$ cat config.mk
export PLATFORM = sky130hd
export DESIGN_NAME = cond_code_unit
export DESIGN_NICKNAME = d
export VERILOG_FILES = /design/src/rtl/cond_pkg.sv /design/src/rtl/cond_eval.sv /design/src/rtl/cond_code_unit.sv
export SDC_FILE = /design/constraint.sdc
export NUM_CORES = 1
export LEC_CHECK = 0
export BUFFER_PORTS_ARGS = -buffer_cell sky130_fd_sc_hd__buf_2
export CORE_UTILIZATION = 43
export CTS_BUF_LIST = sky130_fd_sc_hd__clkbuf_2 sky130_fd_sc_hd__clkbuf_4 sky130_fd_sc_hd__clkbuf_8
export DETAILED_ROUTE_END_ITERATION = 7
export HOLD_SLACK_MARGIN = 0.1
export PLACE_DENSITY = 0.77
export RECOVER_POWER = 25
export SLEW_MARGIN = 20
export SYNTH_ARGS = -nofsm -noshare
export SYNTH_HDL_FRONTEND = slang
export SYNTH_HIERARCHICAL = 1
export SYNTH_SLANG_ARGS = --single-unit
$ cat constraint.sdc
create_clock -name clk -period 1.33 [get_ports clk]
set_input_delay 0.266 -clock clk [delete_from_list [all_inputs] [get_ports clk]]
set_output_delay 0.266 -clock clk [all_outputs]
set_load 0.05 [all_outputs]
$ cat src/rtl/cond_pkg.sv
// Shared definitions for the condition-code unit: flag bit positions,
// condition-code encodings, ALU operation codes and the per-op flag update mask.
package cond_pkg;

  localparam int FLAG_C = 0;
  localparam int FLAG_L = 1;
  localparam int FLAG_F = 2;
  localparam int FLAG_Z = 3;
  localparam int FLAG_N = 4;

  localparam logic [3:0] CC_EQ = 4'd0;
  localparam logic [3:0] CC_NE = 4'd1;
  localparam logic [3:0] CC_CS = 4'd2;
  localparam logic [3:0] CC_CC = 4'd3;
  localparam logic [3:0] CC_HI = 4'd4;
  localparam logic [3:0] CC_LS = 4'd5;
  localparam logic [3:0] CC_GT = 4'd6;
  localparam logic [3:0] CC_LE = 4'd7;
  localparam logic [3:0] CC_FS = 4'd8;
  localparam logic [3:0] CC_FC = 4'd9;
  localparam logic [3:0] CC_LO = 4'd10;
  localparam logic [3:0] CC_HS = 4'd11;
  localparam logic [3:0] CC_LT = 4'd12;
  localparam logic [3:0] CC_GE = 4'd13;
  localparam logic [3:0] CC_UC = 4'd14;
  localparam logic [3:0] CC_NV = 4'd15;

  localparam logic [4:0] OP_CMP  = 5'd0;
  localparam logic [4:0] OP_ADD  = 5'd3;
  localparam logic [4:0] OP_ADDU = 5'd4;
  localparam logic [4:0] OP_SUB  = 5'd5;
  localparam logic [4:0] OP_SUBC = 5'd6;

  // Set bits mark flags written by this op; cleared bits hold their value.
  function automatic logic [4:0] upd_mask(input logic [4:0] op);
    logic [4:0] m;
    m = '0;
    case (op)
      OP_CMP: begin
        m[FLAG_N] = 1'b1;
        m[FLAG_Z] = 1'b1;
        m[FLAG_L] = 1'b1;
      end
      OP_ADD, OP_SUB, OP_SUBC: begin
        m[FLAG_C] = 1'b1;
        m[FLAG_F] = 1'b1;
      end
      OP_ADDU: m[FLAG_C] = 1'b1;
      default: m = '0;
    endcase
    return m;
  endfunction

endpackage

$ cat src/rtl/cond_eval.sv
// Combinational condition evaluator: (flags, condition code) -> condition true.
// Also used by the Scond write-back path.
module cond_eval
  import cond_pkg::*;
(
  input  logic [4:0] i_flags,
  input  logic [3:0] i_cond,
  output logic       o_true
);

  logic w_n, w_z, w_f, w_l, w_c;

  assign w_n = i_flags[FLAG_N];
  assign w_z = i_flags[FLAG_Z];
  assign w_f = i_flags[FLAG_F];
  assign w_l = i_flags[FLAG_L];
  assign w_c = i_flags[FLAG_C];

  always_comb begin
    o_true = 1'b0;
    case (i_cond)
      CC_EQ: o_true = w_z;
      CC_NE: o_true = !w_z;
      CC_CS: o_true = w_c;
      CC_CC: o_true = !w_c;
      CC_HI: o_true = w_l;
      CC_LS: o_true = !w_l;
      CC_GT: o_true = w_n;
      CC_LE: o_true = !w_n;
      CC_FS: o_true = w_f;
      CC_FC: o_true = !w_f;
      CC_LO: o_true = !w_l && !w_z;
      CC_HS: o_true = w_l || w_z;
      CC_LT: o_true = !w_n && !w_z;
      CC_GE: o_true = w_n || w_z;
      CC_UC: o_true = 1'b1;
      CC_NV: o_true = 1'b0;
      default: o_true = 1'b0;
    endcase
  end

endmodule

$ cat src/rtl/cond_code_unit.sv
// Status flag register and registered condition bus for the controller.
// Define COND_PSR_ACCESS_EN to add direct flag load/read ports (psrWrite/psrIn/psrOut).
module cond_code_unit
  import cond_pkg::*;
#(
  parameter int WIDTH = 16
) (
  input  logic             clk,
  input  logic             reset,
  input  logic             codesComputed,
  input  logic [4:0]       aluOp,
  input  logic [4:0]       aluFlags,
  input  logic [3:0]       condField,
  output logic [WIDTH-1:0] conCodesOut,
  output logic             carryOut
`ifdef COND_PSR_ACCESS_EN
  ,
  input  logic             psrWrite,
  input  logic [4:0]       psrIn,
  output logic [4:0]       psrOut
`endif
);

  logic [4:0]       r_flags;
  logic [WIDTH-1:0] r_con;
  logic [4:0]       w_mask;
  logic [4:0]       w_flags_upd;
  logic             w_cond_true;

  assign w_mask      = upd_mask(aluOp);
  assign w_flags_upd = (aluFlags & w_mask) | (r_flags & ~w_mask);

  always_ff @(posedge clk or posedge reset) begin
    if (reset) begin
      r_flags <= '0;
`ifdef COND_PSR_ACCESS_EN
    end else if (psrWrite) begin
      r_flags <= psrIn;
`endif
    end else if (codesComputed) begin
      r_flags <= w_flags_upd;
    end
  end

  cond_eval u_cond_eval (
    .i_flags (r_flags),
    .i_cond  (condField),
    .o_true  (w_cond_true)
  );

  // Condition uses pre-update flags, so a flag change reaches the bus one edge later.
  always_ff @(posedge clk or posedge reset) begin
    if (reset) begin
      r_con <= '0;
    end else begin
      r_con <= {{(WIDTH-6){1'b0}}, r_flags, w_cond_true};
    end
  end

  assign conCodesOut = r_con;
  assign carryOut    = r_flags[FLAG_C];

`ifdef COND_PSR_ACCESS_EN
  assign psrOut = r_flags;
`endif

endmodule

* Word level (Yosys, flattened, before mapping)
Index checks and enable logic that the tools add are counted.
** Word-level totals
- Flip-flop bits (word level) :: 11
- Bits of input ports :: 17
- Output and inout bits :: 17
- Word-level logic and storage cells :: 43
** Cells by class
- Equality and inequality tests :: 19
- Mux-type cells :: 5
- Bitwise gates (word level) :: 4
- Reduce and logical (&&, ||, !) cells :: 13
** Operators by type and width (number)
- $eq A4 B4 Y1 const B :: 8
- $eq A4 B3 Y1 const B :: 4
- $pmux W1 S16 :: 1
- $eq A5 B3 Y1 const B :: 3
- $and A5 B5 Y5 :: 2
- $eq A4 B2 Y1 const B :: 2
- $eq A5 B2 Y1 const B :: 1
- $logic_not A1 Y1 :: 5
- $logic_not A5 Y1 :: 1
- $not A5 Y5 :: 1
- $or A5 B5 Y5 :: 1
- $eq A4 B1 Y1 const B :: 1
- $logic_not A4 Y1 :: 1
- $reduce_or A4 Y1 :: 1
- $mux W1 :: 3
- $reduce_or A3 Y1 :: 1
- $logic_and A1 B1 Y1 :: 2
- $logic_or A1 B1 Y1 :: 2
- $mux W2 :: 1

* Depth between registers and ports, before layout
- Word-level depth :: 6
- Depth in mapped cells :: 5

* Modules after synthesis
Netlist, hierarchy kept.
** Modules (own cells, without submodules)
- cond_code_unit :: instances 1, cells an instance 44, area an instance 560.5 um^2, sequential area each 275.3 um^2
- cond_eval :: instances 1, cells an instance 23, area an instance 183.9 um^2, sequential area each 0.0 um^2

* Worst setup path before layout
OpenSTA, ideal clock, no wires.
- Path type :: reg-to-reg
- Start point :: register with a tool-made name
- End point :: register r_con[0], in the netlist conCodesOut[0]
- Library setup time :: 0.126 ns
- Arrival :: 1.232 ns
- Data required time :: 1.204 ns
- Slack :: -0.028 ns
- Cell stages (with the launch flop) :: 4
- Path buffers :: 0
- Period minus slack after synthesis :: 1.358 ns
- Cell sequence :: dfrtp_1 -> mux2i_1 -> xnor2_1 -> a221o_1
** RTL lines
- to (signal assigned) :: RTL line cond_code_unit.sv:56 : r_con <= {{(WIDTH-6){1'b0}}, r_flags, w_cond_true};
- to (decl) :: RTL line cond_code_unit.sv:25 : logic [WIDTH-1:0] r_con;

==> impl_results.md <==
* Setup Viol. Count Final at 1
* Num CTS Buffers at 3
* Failing checks: DRC, setup timing
* Die width at 43.6 um
* Fmax at 733 MHz
* Vias at 550
* H-tree depth at 1
* Synth Flop Type: dfrtp_1
* Vias/cell at 4.87
* Switching part of the total at 0.406
* Worst endpoint data arrival time at 1.52 ns
* Die H at 43.6 um
* Routed len/inst at 11.5 um
* Dpl cells at 107
* Clk pin slew, worst setup/hold paths at 0.07 ns
* Largest net degree at the start of global routing at 12
* Met3 Use GR at 0.0375
* Longest Clk Path Bufs at 2
* Clock latency on the worst-skew pair at 0.26 ns
* IO buf count at 23
* Post-route ant nets at 0
* Share of flip-flops with an asynchronous set or reset at 1.00
* Max Transition Viols Final at 0
* GRT overflow at 0
* Initial antenna violation count at 0
* Multi-input gate area at 394 um2
* Starting Density at 0.478
* Status: finished, violations left
* Leak at 0.465 nW
* Total wire length at 1.30 mm
* GP Congestion at 0.710
* Critical path required time at 1.48 ns
* Yosys cell types at 34
* Top cell type's share of synthesized area at 0.370
* DP Wirelength at 994 um
* GRT Total Usage at 0.152
* Clock skew at 0.00627 ns
* Yosys Warn Count at 6
* Most frequent cell after synthesis: dfrtp_1
* Core box area at 1560 um2
* # diodes at 0
* Top cell type by total area after synthesis: dfrtp_1
* Clock network power share at 0.194
* Area Overhead vs Synth at 20.7%
* First-pass DRT Iterations at 5
* Cell area after placement at 843 um2
* IO Count at 34
* Dominant cells by area after synthesis: dfrtp_1, buf_4, mux2_4
* Remaining DRCs at 3
* Top cell types by occurrence after synthesis: dfrtp_1, buf_4, mux2_4, nand2b_1
* First-pass GRT wire length at 2.06 mm
* Fillers at 131
* Root Driver: clkbuf_4
* Reg2reg setup slack at -0.03 ns
* HP Class: primary input to register
* Endpoints failing hold at 0
* GR Util met2 at 0.263
* DIE AREA at 1900 um2
* Pwr/cell area at 1370 nW/um2
* RSZ-0062 raised after global routing: yes
* Final #Nets at 115
* Row cnt at 14
* Cell Area, Synth at 744 um2
* Layout cell share with drive strength beyond 1 at 0.464
* Max-cap violations at 0
* Startpoint class of the critical path: register
* Register bit count reported by yosys at 11
* Avg Inst Size Synth at 11.1 um2
* Combinational share of power at 0.441
* Crit Path Class: register to register
* Final WS setup at -0.0348 ns
* Sequential area share after synthesis at 0.370
* Global routing's busiest layer: met2
* EDFF count, synth at 0
* GR Util met1 at 0.172
* Register Area at 277 um2
* Final std cells w/o fill at 113
* Net Sw Power at 0.501 mW
* Initial DRC Count at 7
* Final period util at 1.03
* Synth Instances at 67
* Peak supply drop at 0.000579 V
* CTS tree: yes
* Worst Setup End Kind: register
* Crit path max fanout at 4
* # clock sinks at 11
* Crit path time final at 1.36 ns
* Sequential group share of total power at 0.365
* Fin area at 898 um2
* Pint at 0.734 mW
* Number of global-route vias before repair at 495
## path summary, 6_finish.rpt
check | start | end | depth (start not counted)
max in group asynchronous | reset | asynchronous set/reset pin | 3
max | register | conCodesOut[0] | 4
max reg2reg | register | conCodesOut[0] | 4
min | aluFlags[1] | register | 2
min reg2reg | register | conCodesOut[1] | 0
min in group asynchronous | reset | asynchronous set/reset pin | 3
## cells by family after synthesis
| group | share of synthesized area |
|---|---|
| and+or+nand+nor | 0.197 |
| buffers and inverters | 0.156 |
| AOI/OAI and AO/OA | 0.128 |
| DFF | 0.370 |
| muxes | 0.121 |
| xor gates and xnor gates | 0.0235 |
| other | 0.00504 |
## cell usage in the layout, fill, tap and decap left out, types with 2 or more instances in the layout
master	netlist	final
a31oi_1	2	2
buf_4	10	4
buf_2	0	23
nand2b_1	4	4
mux2i_1	3	3
dfrtp_1	11	10
mux2_4	4	4
inv_1	2	2
nand2_1	2	2
xnor2_1	2	2
conb_1	1	10
clkbuf_4	0	4
## worst max-delay path, stage by stage, from the launching register on
cell     delay, ns
dfrtp_1       0.43
nor3b_2       0.19
o31ai_1       0.10
a211o_1       0.23
a221o_1       0.31
## metal layers
| layer | part of all wire | wire length (um) | vias up |
|---|---|---|---|
| met5 | 0 | 0 | - |
| met1 | 0.42 | 550 | 248 |
| li1 | - | - | 277 |
| met4 | 0.011 | 14 | 0 |
| met3 | 0.042 | 55 | 2 |
| met2 | 0.52 | 680 | 23 |
## power by group through the flow
stage          sequential, mW  combinational, mW  clock (mW)
2_1_floorplan           0.627              0.239           0
3_3_place_gp            0.455              0.521           0
3_5_place_dp            0.459              0.528           0
4_1_cts                 0.450              0.550       0.245
5_1_grt                 0.459              0.574       0.268
6_report                0.451              0.545       0.239
## what timing repair did
item                                    4_1_cts  5_1_grt
hold buffers                                  1        0
gates resized for setup                       0        2
endpoints found under the setup margin        1        1
setup buffers                                 2        0
endpoints found under the hold margin        11        0
pin swaps                                     5        4
## through the flow
stage	utilization	worst slack (ns)	hold slack [ns]	setup TNS, ns	power (mW)
final	0.576	-0.0348	0.229	-0.0348	1.23
after global routing	0.576	-0.106	0.216	-0.106	1.30
after CTS	0.576	-0.0690	0.224	-0.0690	1.24
after detailed placement	0.541	-0.0667	0.258	-0.0667	0.987
after global placement	0.541	-0.0368	0.255	-0.0368	0.976
after floorplan	-	0.000802	0.118	0	0.866
## area by class of cell
type | instances | area share
Timing Repair Buffer | 30 | 0.189
Tap cell | 16 | 0.0223
Sequential cell | 11 | 0.308
Inverter | 2 | 0.00836
Multi-Input combinational cell | 50 | 0.439
Clock buffer | 4 | 0.0334
Note: power is estimated with default switching activity, not from simulation.
